==> src/rtl/fp_misc_pipe.sv <==
`default_nettype none
// ============================================================================
//  Module      : fp_misc_pipe
//  Description : Handshaked floating-point miscellaneous unit (NEG, ABS, SIGN,
//                COPYSIGN, MIN, MAX) on a configurable float format with a
//                programmable-depth valid/ready pipeline and a sideband tag.
//  Revision    : 1.0  initial release
// ============================================================================
module fp_misc_pipe #(
    parameter int EXP_W   = 7,
    parameter int MAN_W   = 16,
    parameter int WIDTH   = 1 + EXP_W + MAN_W,
    parameter int LATENCY = 2,
    parameter int TAG_W   = 4
) (
    input  logic             clk,
    input  logic             rst,
    input  logic             in_valid,
    output logic             in_ready,
    input  logic [3:0]       in_opcode,
    input  logic [WIDTH-1:0] in_a,
    input  logic [WIDTH-1:0] in_b,
    input  logic [TAG_W-1:0] in_tag,
    output logic             out_valid,
    input  logic             out_ready,
    output logic [WIDTH-1:0] out_result,
    output logic [TAG_W-1:0] out_tag,
    output logic             out_illegal
);

    localparam logic [3:0] OP_ABS      = 4'b0101;
    localparam logic [3:0] OP_NEG      = 4'b0110;
    localparam logic [3:0] OP_COPYSIGN = 4'b0111;
    localparam logic [3:0] OP_MIN      = 4'b1000;
    localparam logic [3:0] OP_MAX      = 4'b1001;
    localparam logic [3:0] OP_SIGN     = 4'b1010;

    localparam logic [WIDTH-1:0] CNAN =
        {1'b0, {EXP_W{1'b1}}, 1'b1, {(MAN_W-1){1'b0}}};
    localparam logic [EXP_W-1:0] BIAS = {1'b0, {(EXP_W-1){1'b1}}};
    localparam logic [WIDTH-2:0] ONE_MAG = {BIAS, {MAN_W{1'b0}}};
    localparam logic [WIDTH-2:0] ZERO_MAG = '0;

    // ------------------------------------------------------------------------
    // Operand field decode
    // ------------------------------------------------------------------------
    logic             a_sign, b_sign;
    logic [EXP_W-1:0] a_exp, b_exp;
    logic [MAN_W-1:0] a_man, b_man;
    logic             a_zero, b_zero;
    logic             a_nan, b_nan;
    logic [WIDTH-2:0] a_mag, b_mag;
    logic             a_lt_b, a_eq_b;

    assign a_sign = in_a[WIDTH-1];
    assign b_sign = in_b[WIDTH-1];
    assign a_exp  = in_a[WIDTH-2:MAN_W];
    assign b_exp  = in_b[WIDTH-2:MAN_W];
    assign a_man  = in_a[MAN_W-1:0];
    assign b_man  = in_b[MAN_W-1:0];
    assign a_zero = (a_exp == '0);
    assign b_zero = (b_exp == '0);
    assign a_nan  = (&a_exp) && (|a_man);
    assign b_nan  = (&b_exp) && (|b_man);

    // Denormals compare as zero magnitude; the sign still orders -0 below +0.
    assign a_mag  = a_zero ? ZERO_MAG : in_a[WIDTH-2:0];
    assign b_mag  = b_zero ? ZERO_MAG : in_b[WIDTH-2:0];
    assign a_eq_b = (a_sign == b_sign) && (a_mag == b_mag);

    // Sign-magnitude ordering of A against B
    always_comb begin
        a_lt_b = 1'b0;
        if (a_sign != b_sign) begin
            a_lt_b = a_sign;
        end else if (a_sign) begin
            a_lt_b = (a_mag > b_mag);
        end else begin
            a_lt_b = (a_mag < b_mag);
        end
    end

    // ------------------------------------------------------------------------
    // Stage-0 combinational compute (next values for the first stage)
    // ------------------------------------------------------------------------
    logic [WIDTH-1:0] res_d;
    logic             ill_d;

    // Operation select; undefined opcodes yield CNaN and flag illegal
    always_comb begin
        res_d = CNAN;
        ill_d = 1'b0;
        case (in_opcode)
            OP_NEG:      res_d = {~a_sign, in_a[WIDTH-2:0]};
            OP_ABS:      res_d = {1'b0, in_a[WIDTH-2:0]};
            OP_COPYSIGN: res_d = {b_sign, in_a[WIDTH-2:0]};
            OP_SIGN: begin
                if (a_nan) begin
                    res_d = CNAN;
                end else if (a_zero) begin
                    res_d = {a_sign, ZERO_MAG};
                end else begin
                    res_d = {a_sign, ONE_MAG};
                end
            end
            OP_MIN, OP_MAX: begin
                if (a_nan && b_nan) begin
                    res_d = CNAN;
                end else if (a_nan) begin
                    res_d = in_b;
                end else if (b_nan) begin
                    res_d = in_a;
                end else if (in_opcode == OP_MIN) begin
                    res_d = (a_lt_b || a_eq_b) ? in_a : in_b;
                end else begin
                    res_d = a_lt_b ? in_b : in_a;
                end
            end
            default: begin
                res_d = CNAN;
                ill_d = 1'b1;
            end
        endcase
    end

    // ------------------------------------------------------------------------
    // Pipeline: every stage advances together when the tail can move
    // ------------------------------------------------------------------------
    logic                 adv;
    logic [LATENCY-1:0]   valid_q;
    logic [WIDTH-1:0]     res_q [LATENCY];
    logic [TAG_W-1:0]     tag_q [LATENCY];
    logic [LATENCY-1:0]   ill_q;

    assign adv      = !out_valid || out_ready;
    assign in_ready = adv;

    for (genvar g = 0; g < LATENCY; g++) begin : g_stage
        if (g == 0) begin : g_head
            // First stage captures the computed result (or a bubble)
            always_ff @(posedge clk or posedge rst) begin
                if (rst) begin
                    valid_q[0] <= 1'b0;
                    res_q[0]   <= '0;
                    tag_q[0]   <= '0;
                    ill_q[0]   <= 1'b0;
                end else if (adv) begin
                    valid_q[0] <= in_valid;
                    res_q[0]   <= res_d;
                    tag_q[0]   <= in_tag;
                    ill_q[0]   <= ill_d;
                end
            end
        end else begin : g_body
            // Later stages take the previous stage's contents on advance
            always_ff @(posedge clk or posedge rst) begin
                if (rst) begin
                    valid_q[g] <= 1'b0;
                    res_q[g]   <= '0;
                    tag_q[g]   <= '0;
                    ill_q[g]   <= 1'b0;
                end else if (adv) begin
                    valid_q[g] <= valid_q[g-1];
                    res_q[g]   <= res_q[g-1];
                    tag_q[g]   <= tag_q[g-1];
                    ill_q[g]   <= ill_q[g-1];
                end
            end
        end
    end

    assign out_valid   = valid_q[LATENCY-1];
    assign out_result  = res_q[LATENCY-1];
    assign out_tag     = tag_q[LATENCY-1];
    assign out_illegal = ill_q[LATENCY-1];

endmodule
`default_nettype wire
==> config.mk <==
export PLATFORM = sky130hd
export DESIGN_NAME = fp_misc_pipe
export DESIGN_NICKNAME = d
export VERILOG_FILES = /design/src/rtl/fp_misc_pipe.sv
export SDC_FILE = /design/constraint.sdc
export NUM_CORES = 1
export LEC_CHECK = 0
export ABC_AREA = 1
export ABC_CLOCK_PERIOD_IN_PS = 2330
export CORE_ASPECT_RATIO = 2
export CORE_MARGIN = 10
export CORE_UTILIZATION = 54
export CTS_CLUSTER_DIAMETER = 40
export DETAILED_ROUTE_END_ITERATION = 10
export GPL_TIMING_DRIVEN = 0
export PLACE_DENSITY_LB_ADDON = 0.25
export SLEW_MARGIN = 20
export SYNTH_ARGS = -nofsm -noshare
export SYNTH_HDL_FRONTEND = slang
export SYNTH_SLANG_ARGS = --single-unit
export TNS_END_PERCENT = 30
==> constraint.sdc <==
create_clock -name clk -period 2.33 [get_ports clk]
set_input_delay 0.5825 -clock clk [delete_from_list [all_inputs] [get_ports clk]]
set_output_delay 0.5825 -clock clk [all_outputs]
set_load 0.005 [all_outputs]
Word-level counts from Yosys, hierarchy flattened. Index checks and enable logic that the tools add are counted.

Flip-flop bits (word level): 60. Bits in latches: 0. RAM bits: 0. Memory bits (read-only): 0. Input bits: 60. Output and inout port bits: 31. Word-level logic and storage cells: 49. Memories kept: 0.

Add/subtract/negate cells: 0. Multiply operators: 0. Div/mod/pow operators: 0. Order comparisons: 2. Eq/ne operators: 9. Shifts and indexed selects: 0. Mux-type cells: 14. Bitwise operators: 1. Reduce and logical (&&, ||, !) cells: 15.

Operators by type and width (count): $mux 24 (7); $pmux 24 s5 (1); $mux 23 (2); $reduce_or 16->1 (2); $eq 23x23->1 (1); $gt 23x23->1 (1); $lt 23x23->1 (1); $mux 22 (1); $logic_not 7->1 (2); $reduce_and 7->1 (2); $eq 4x3->1 const B (3); $eq 4x4->1 const B (3); $reduce_or 6->1 (1); $logic_and 1x1->1 (4); $mux 1 (3); $logic_or 1x1->1 (2); $reduce_or 2->1 (1); $eq 1x1->1 (1); $logic_not 1->1 (1); $ne 1x1->1 (1); $not 1->1 (1).

Logic depth before layout (Yosys ltp).
Depth in word-level cells: 12. Gate-level depth with buffers: 29. Gate-level depth less buffers: 27.

Worst setup path after synthesis. Ideal clock, no wire load.

Path type: in2reg. Start: input in_a[22]. End: register res_q[33] in the netlist's numbering. Setup time: 0.117 ns. Arrival: 3.358 ns. Data required time: 2.213 ns. Path slack: -1.145 ns. Stages: 25. Path buffers: 3. Cell sequence: inv_1 -> nand4_1 -> nor4_1 -> clkbuf_1 -> nor2_1 -> ha_1 -> nand2_1 -> nor2_1 -> nand2_1 -> nor2_1 -> nand2_1 -> nand3_1 -> nand2_2 -> nand2_4 -> nand2_4 -> buf_6 -> buf_6 -> nand2_1 -> o211ai_2 -> nand3_1 -> nand2_1 -> nand2_1 -> nand2_1 -> nand2_1 -> nand2_1.

Longest elaborated chain between the ends: 12. Elaborated cells on any way between the ends: 20. Classes of those cells: order compare (2); eq/ne (1); mux (11); reduce/logical (6).

Ends and longest elaborated chain: start: declaration (RTL line 21) `input logic [WIDTH-1:0] in_a,`; $logic_not 7->1 (RTL line 61) `assign a_zero = (a_exp == '0);`; $mux 23 (RTL line 67) `assign a_mag = a_zero ? ZERO_MAG : in_a[WIDTH-2:0];`; $lt 23x23->1 or $gt 23x23->1 (tied branches) (RTL line 79, 77); $mux 1 (RTL line 76) `end else if (a_sign) begin`; $mux 1 (RTL line 74) `if (a_sign != b_sign) begin`; $logic_or 1x1->1 (RTL line 114) `res_d = (a_lt_b || a_eq_b) ? in_a : in_b;`; $mux 24 (RTL line 114); $mux 24 (RTL line 113) `end else if (in_opcode == OP_MIN) begin`; $mux 24 (RTL line 111) `end else if (b_nan) begin`; $mux 24 (RTL line 109) `end else if (a_nan) begin`; $mux 24 (RTL line 107) `if (a_nan && b_nan) begin`; $pmux 24 s5 * (RTL line 93) `case (in_opcode)`; end: declaration (RTL line 131) `logic [WIDTH-1:0] res_q [LATENCY];`.

Mark *: on every way between the ends. The rest lies on a longest branch, timed or not. A chain may end at the register's enable or synchronous reset.

Worst setup path in the final report.
Start: input in_b[17]. End: register res_q[28] in the netlist's numbering.

Longest elaborated chain between the ends: 12. Elaborated cells on any way between the ends: 19. Classes of those cells: order compare (2); eq/ne (1); mux (10); reduce/logical (6).

Ends and longest elaborated chain: start: declaration (RTL line 22) `input logic [WIDTH-1:0] in_b,`; $logic_not 7->1 (RTL line 62) `assign b_zero = (b_exp == '0);`; $mux 23 (RTL line 68) `assign b_mag = b_zero ? ZERO_MAG : in_b[WIDTH-2:0];`; $lt 23x23->1 or $gt 23x23->1 (tied branches) (RTL line 79, 77); $mux 1 (RTL line 76); $mux 1 (RTL line 74); $logic_or 1x1->1 (RTL line 114); $mux 24 (RTL line 114); $mux 24 (RTL line 113); $mux 24 (RTL line 111); $mux 24 (RTL line 109); $mux 24 * (RTL line 107); $pmux 24 s5 * (RTL line 93).

Marks and branches as above.

==> out/summary.txt <==
status: complete, but fails checks
violated checks: negative setup slack
Clock Sinks: 60
Least-Margin Pin Slew: 0.7013 ns
setup TNS: -20.61 ns
Clock Latency Late Sink: 0.33 ns
ys async rst share: 1.000
crit share post-route: 1.401
TritonCTS clock tree: yes
drt total wl: 18.72 mm
Slew Limit Fails: 0
core area: 9447 um2
cell taking the most area after synthesis: dfrtp_1
Worst Hold Class: reg2reg
die area: 14310 um2
Post-Syn Instances: 845
Layout area overhead: 45.73%
Final Skew: 0.006480 ns
end of the worst hold path: out_valid
Post-Synth Simple-Gate Area: 0.3963
Via density: 5.515
total CTS buffers: 9
largest family of logic cells by synthesized area: simple AND/OR/NAND/NOR gates
crit path max fanout: 5
Top FF cell, synth: dfrtp_1
FF-to-FF End: res_q[27]
Yosys warning count: 0
Hold Vio Cnt, Final: 0
post-synthesis compound-gate area fraction: 0.1077
Seq/Total Area, Yosys: 0.2860
Hold Slack: 0.4444 ns
largest net degree at the start of global routing: 61
max-cap violations: 0
first-pass GRT wire length: 27.28 mm
Synth Register Bits: 60
root buf cell: clkbuf_16
critical path arrival: 3.49 ns
Finished Cell Area: 7651 um2
Hold Path Cell Cnt: 2
Worst-path clk slew: 0.05 ns
Post-Syn Nets: 930
r2r setup slk: 0.97 ns
starting density of the core: 0.5558
R2R depth: 5
power per cell area: 546.1 nW/um2
WS Path Type: in2reg
RSZ-0062 raised after global routing: true
CP max stage cell: clkdlybuf4s15_1
Setup violations, final: 25
total gr overflow: 0
Max-slew headroom: 0.5325
WL per Instance: 16.64 um
power consumption: 0.004178 W
Post-synth EDFFs: 0
post-synth top area share: 0.2860
Nets: 1075
I/O pin cnt: 91
Rows: 50
ant diodes: 0
crit end category: flop
maximum root-to-sink buffer count: 2
DPL Wire Length: 12.33 mm
Distinct cells, synth: 29
count leader, synth: nand2_1
CP peak stage delay: 0.24 ns
Remaining DRCs: 0
Port Buffer Count: 89
multiplexer share of the synthesized area: 0
Layout fillers: 606
dpl cell area: 6359 um2
Post-Synth XOR/XNOR Area: 0
vias in the first global route: 5747
synthesized cell area: 5250 um2
Crit path required time: 2.55 ns
Placement Setup Slack: -2.123 ns
die width: 89.72 um
H-tree depth: 3
1st-iter DRT viols: 502
peak supply drop: 0.0004139 V
RD Place Congestion: 0.9310
area occupied by multi-input gates: 3442 um2
Die Height: 159.4 um
Syn Area/Cell: 6.213 um2
ANT nets after route: 0
Synth top cells by count: nand2_1, nand3_1, inv_1
FMAX: 306.3 MHz
CP most frequent cell: nand2_1
CTS Hold Bufs: 0
drt first pass iters: 7
cell leakage power: 3.852 nW
type of origin of the critical path: primary input
layout cell share with drive strength beyond 1: 0.2382
vias post-DR: 6204
hold path start: valid_q[0]
post-layout minimum cycle time: 3.265 ns
overall routing resource usage: 0.2289
Final WS setup: -0.9346 ns
initial antenna violation count: 0
register area: 1501 um2
synth top area cells: dfrtp_1, nand2_1, nand3_1
post-synthesis adder-cell area fraction: 0.05958
worst r2r src: out_valid
==> per-stage QoR <==
step | utilization | instances
detailed placement | 0.6731 | 1064
global route | 0.8099 | 1125
finish | 0.8099 | 1125
floorplan | - | 845
global placement | 0.6728 | 1064
CTS | 0.7449 | 1111
==> cells by family after synthesis <==
| family | count (synthesis) |
|---|---|
| AND/OR/NAND/NOR | 499 |
| adder cells (fa/ha/maj) | 25 |
| buffers and inverters | 169 |
| flip-flops | 60 |
| AO/OA/AOI/OAI | 92 |
==> report_power, final <==
part	leakage [nW]	internal (W)	switching (W)	total (W)
registers	0.741	0.00118	0.0000748	0.00126
clock network	0.152	0.000939	0.000480	0.00142
logic	2.96	0.000736	0.000763	0.00150
==> sequential cells by signal, summed over array words and instances (netlist names) <==
| signal | flops |
|---|---|
| out_valid | 1 |
| ill_q | 1 |
| out_result | 24 |
| res_q | 24 |
| tag_q | 4 |
| out_illegal | 1 |
| out_tag | 4 |
| valid_q | 1 |
==> layer usage <==
metal	wire length (um)	part of all wire	vias up	global-route usage
li1	-	-	2958	-
met1	6475	0.35	2753	0.2362
met2	9590	0.51	379	0.4076
met3	1371	0.073	114	0.03962
met4	1280	0.068	0	0.1546
met5	0	0	-	0
==> final cells by class <==
type | count | share of cell area
Tap cell | 130 | 0.02126
Multi-Input combinational cell | 616 | 0.4499
Clock inverter | 7 | 0.01325
Clock buffer | 9 | 0.02944
Buffer | 75 | 0.06852
Sequential cell | 60 | 0.1962
Timing Repair Buffer | 134 | 0.1714
Inverter | 94 | 0.05004
==> how the worst max path moves through the flow <==
stage	from	end	slack [ns]	cells after the start
floorplan	in_a[22]	res_q[34]	-0.74	23
global placement	in_a[22]	res_q[29]	-2.11	21
detailed placement	in_a[22]	res_q[25]	-2.12	25
CTS	in_a[17]	res_q[38]	-0.79	26
global route	in_b[17]	res_q[28]	-1.08	25
finish	in_b[17]	res_q[28]	-0.93	25
==> critical path: cells and delay by family <==
family / cells / cell delay, ns
AND/OR/NAND/NOR: 16 / 1.42
buffers and inverters: 5 / 0.80
adder cells (fa/ha/maj): 1 / 0.21
AO/OA/AOI/OAI: 3 / 0.46
==> placed cells by master (no fill, tap or decap), drive strengths merged, types with 25 or more instances in the layout <==
| cell | n |
|---|---|
| a21oi | 45 |
| o21ai | 35 |
| dfrtp | 60 |
| clkbuf | 44 |
| inv | 94 |
| nand2 | 341 |
| nand3 | 90 |
| clkdlybuf4s50 | 73 |
| ha | 25 |
| buf | 93 |
| nor2 | 45 |
==> what timing repair did <==
action	in CTS	in global routing
endpoints found under the setup margin	25	25
gates resized for setup	80	122
pin swaps	11	50
buffers inserted	29	9
gates cloned	2	5
endpoints found under the hold margin	0	0
No activity file was read; power rests on OpenSTA's default activity.
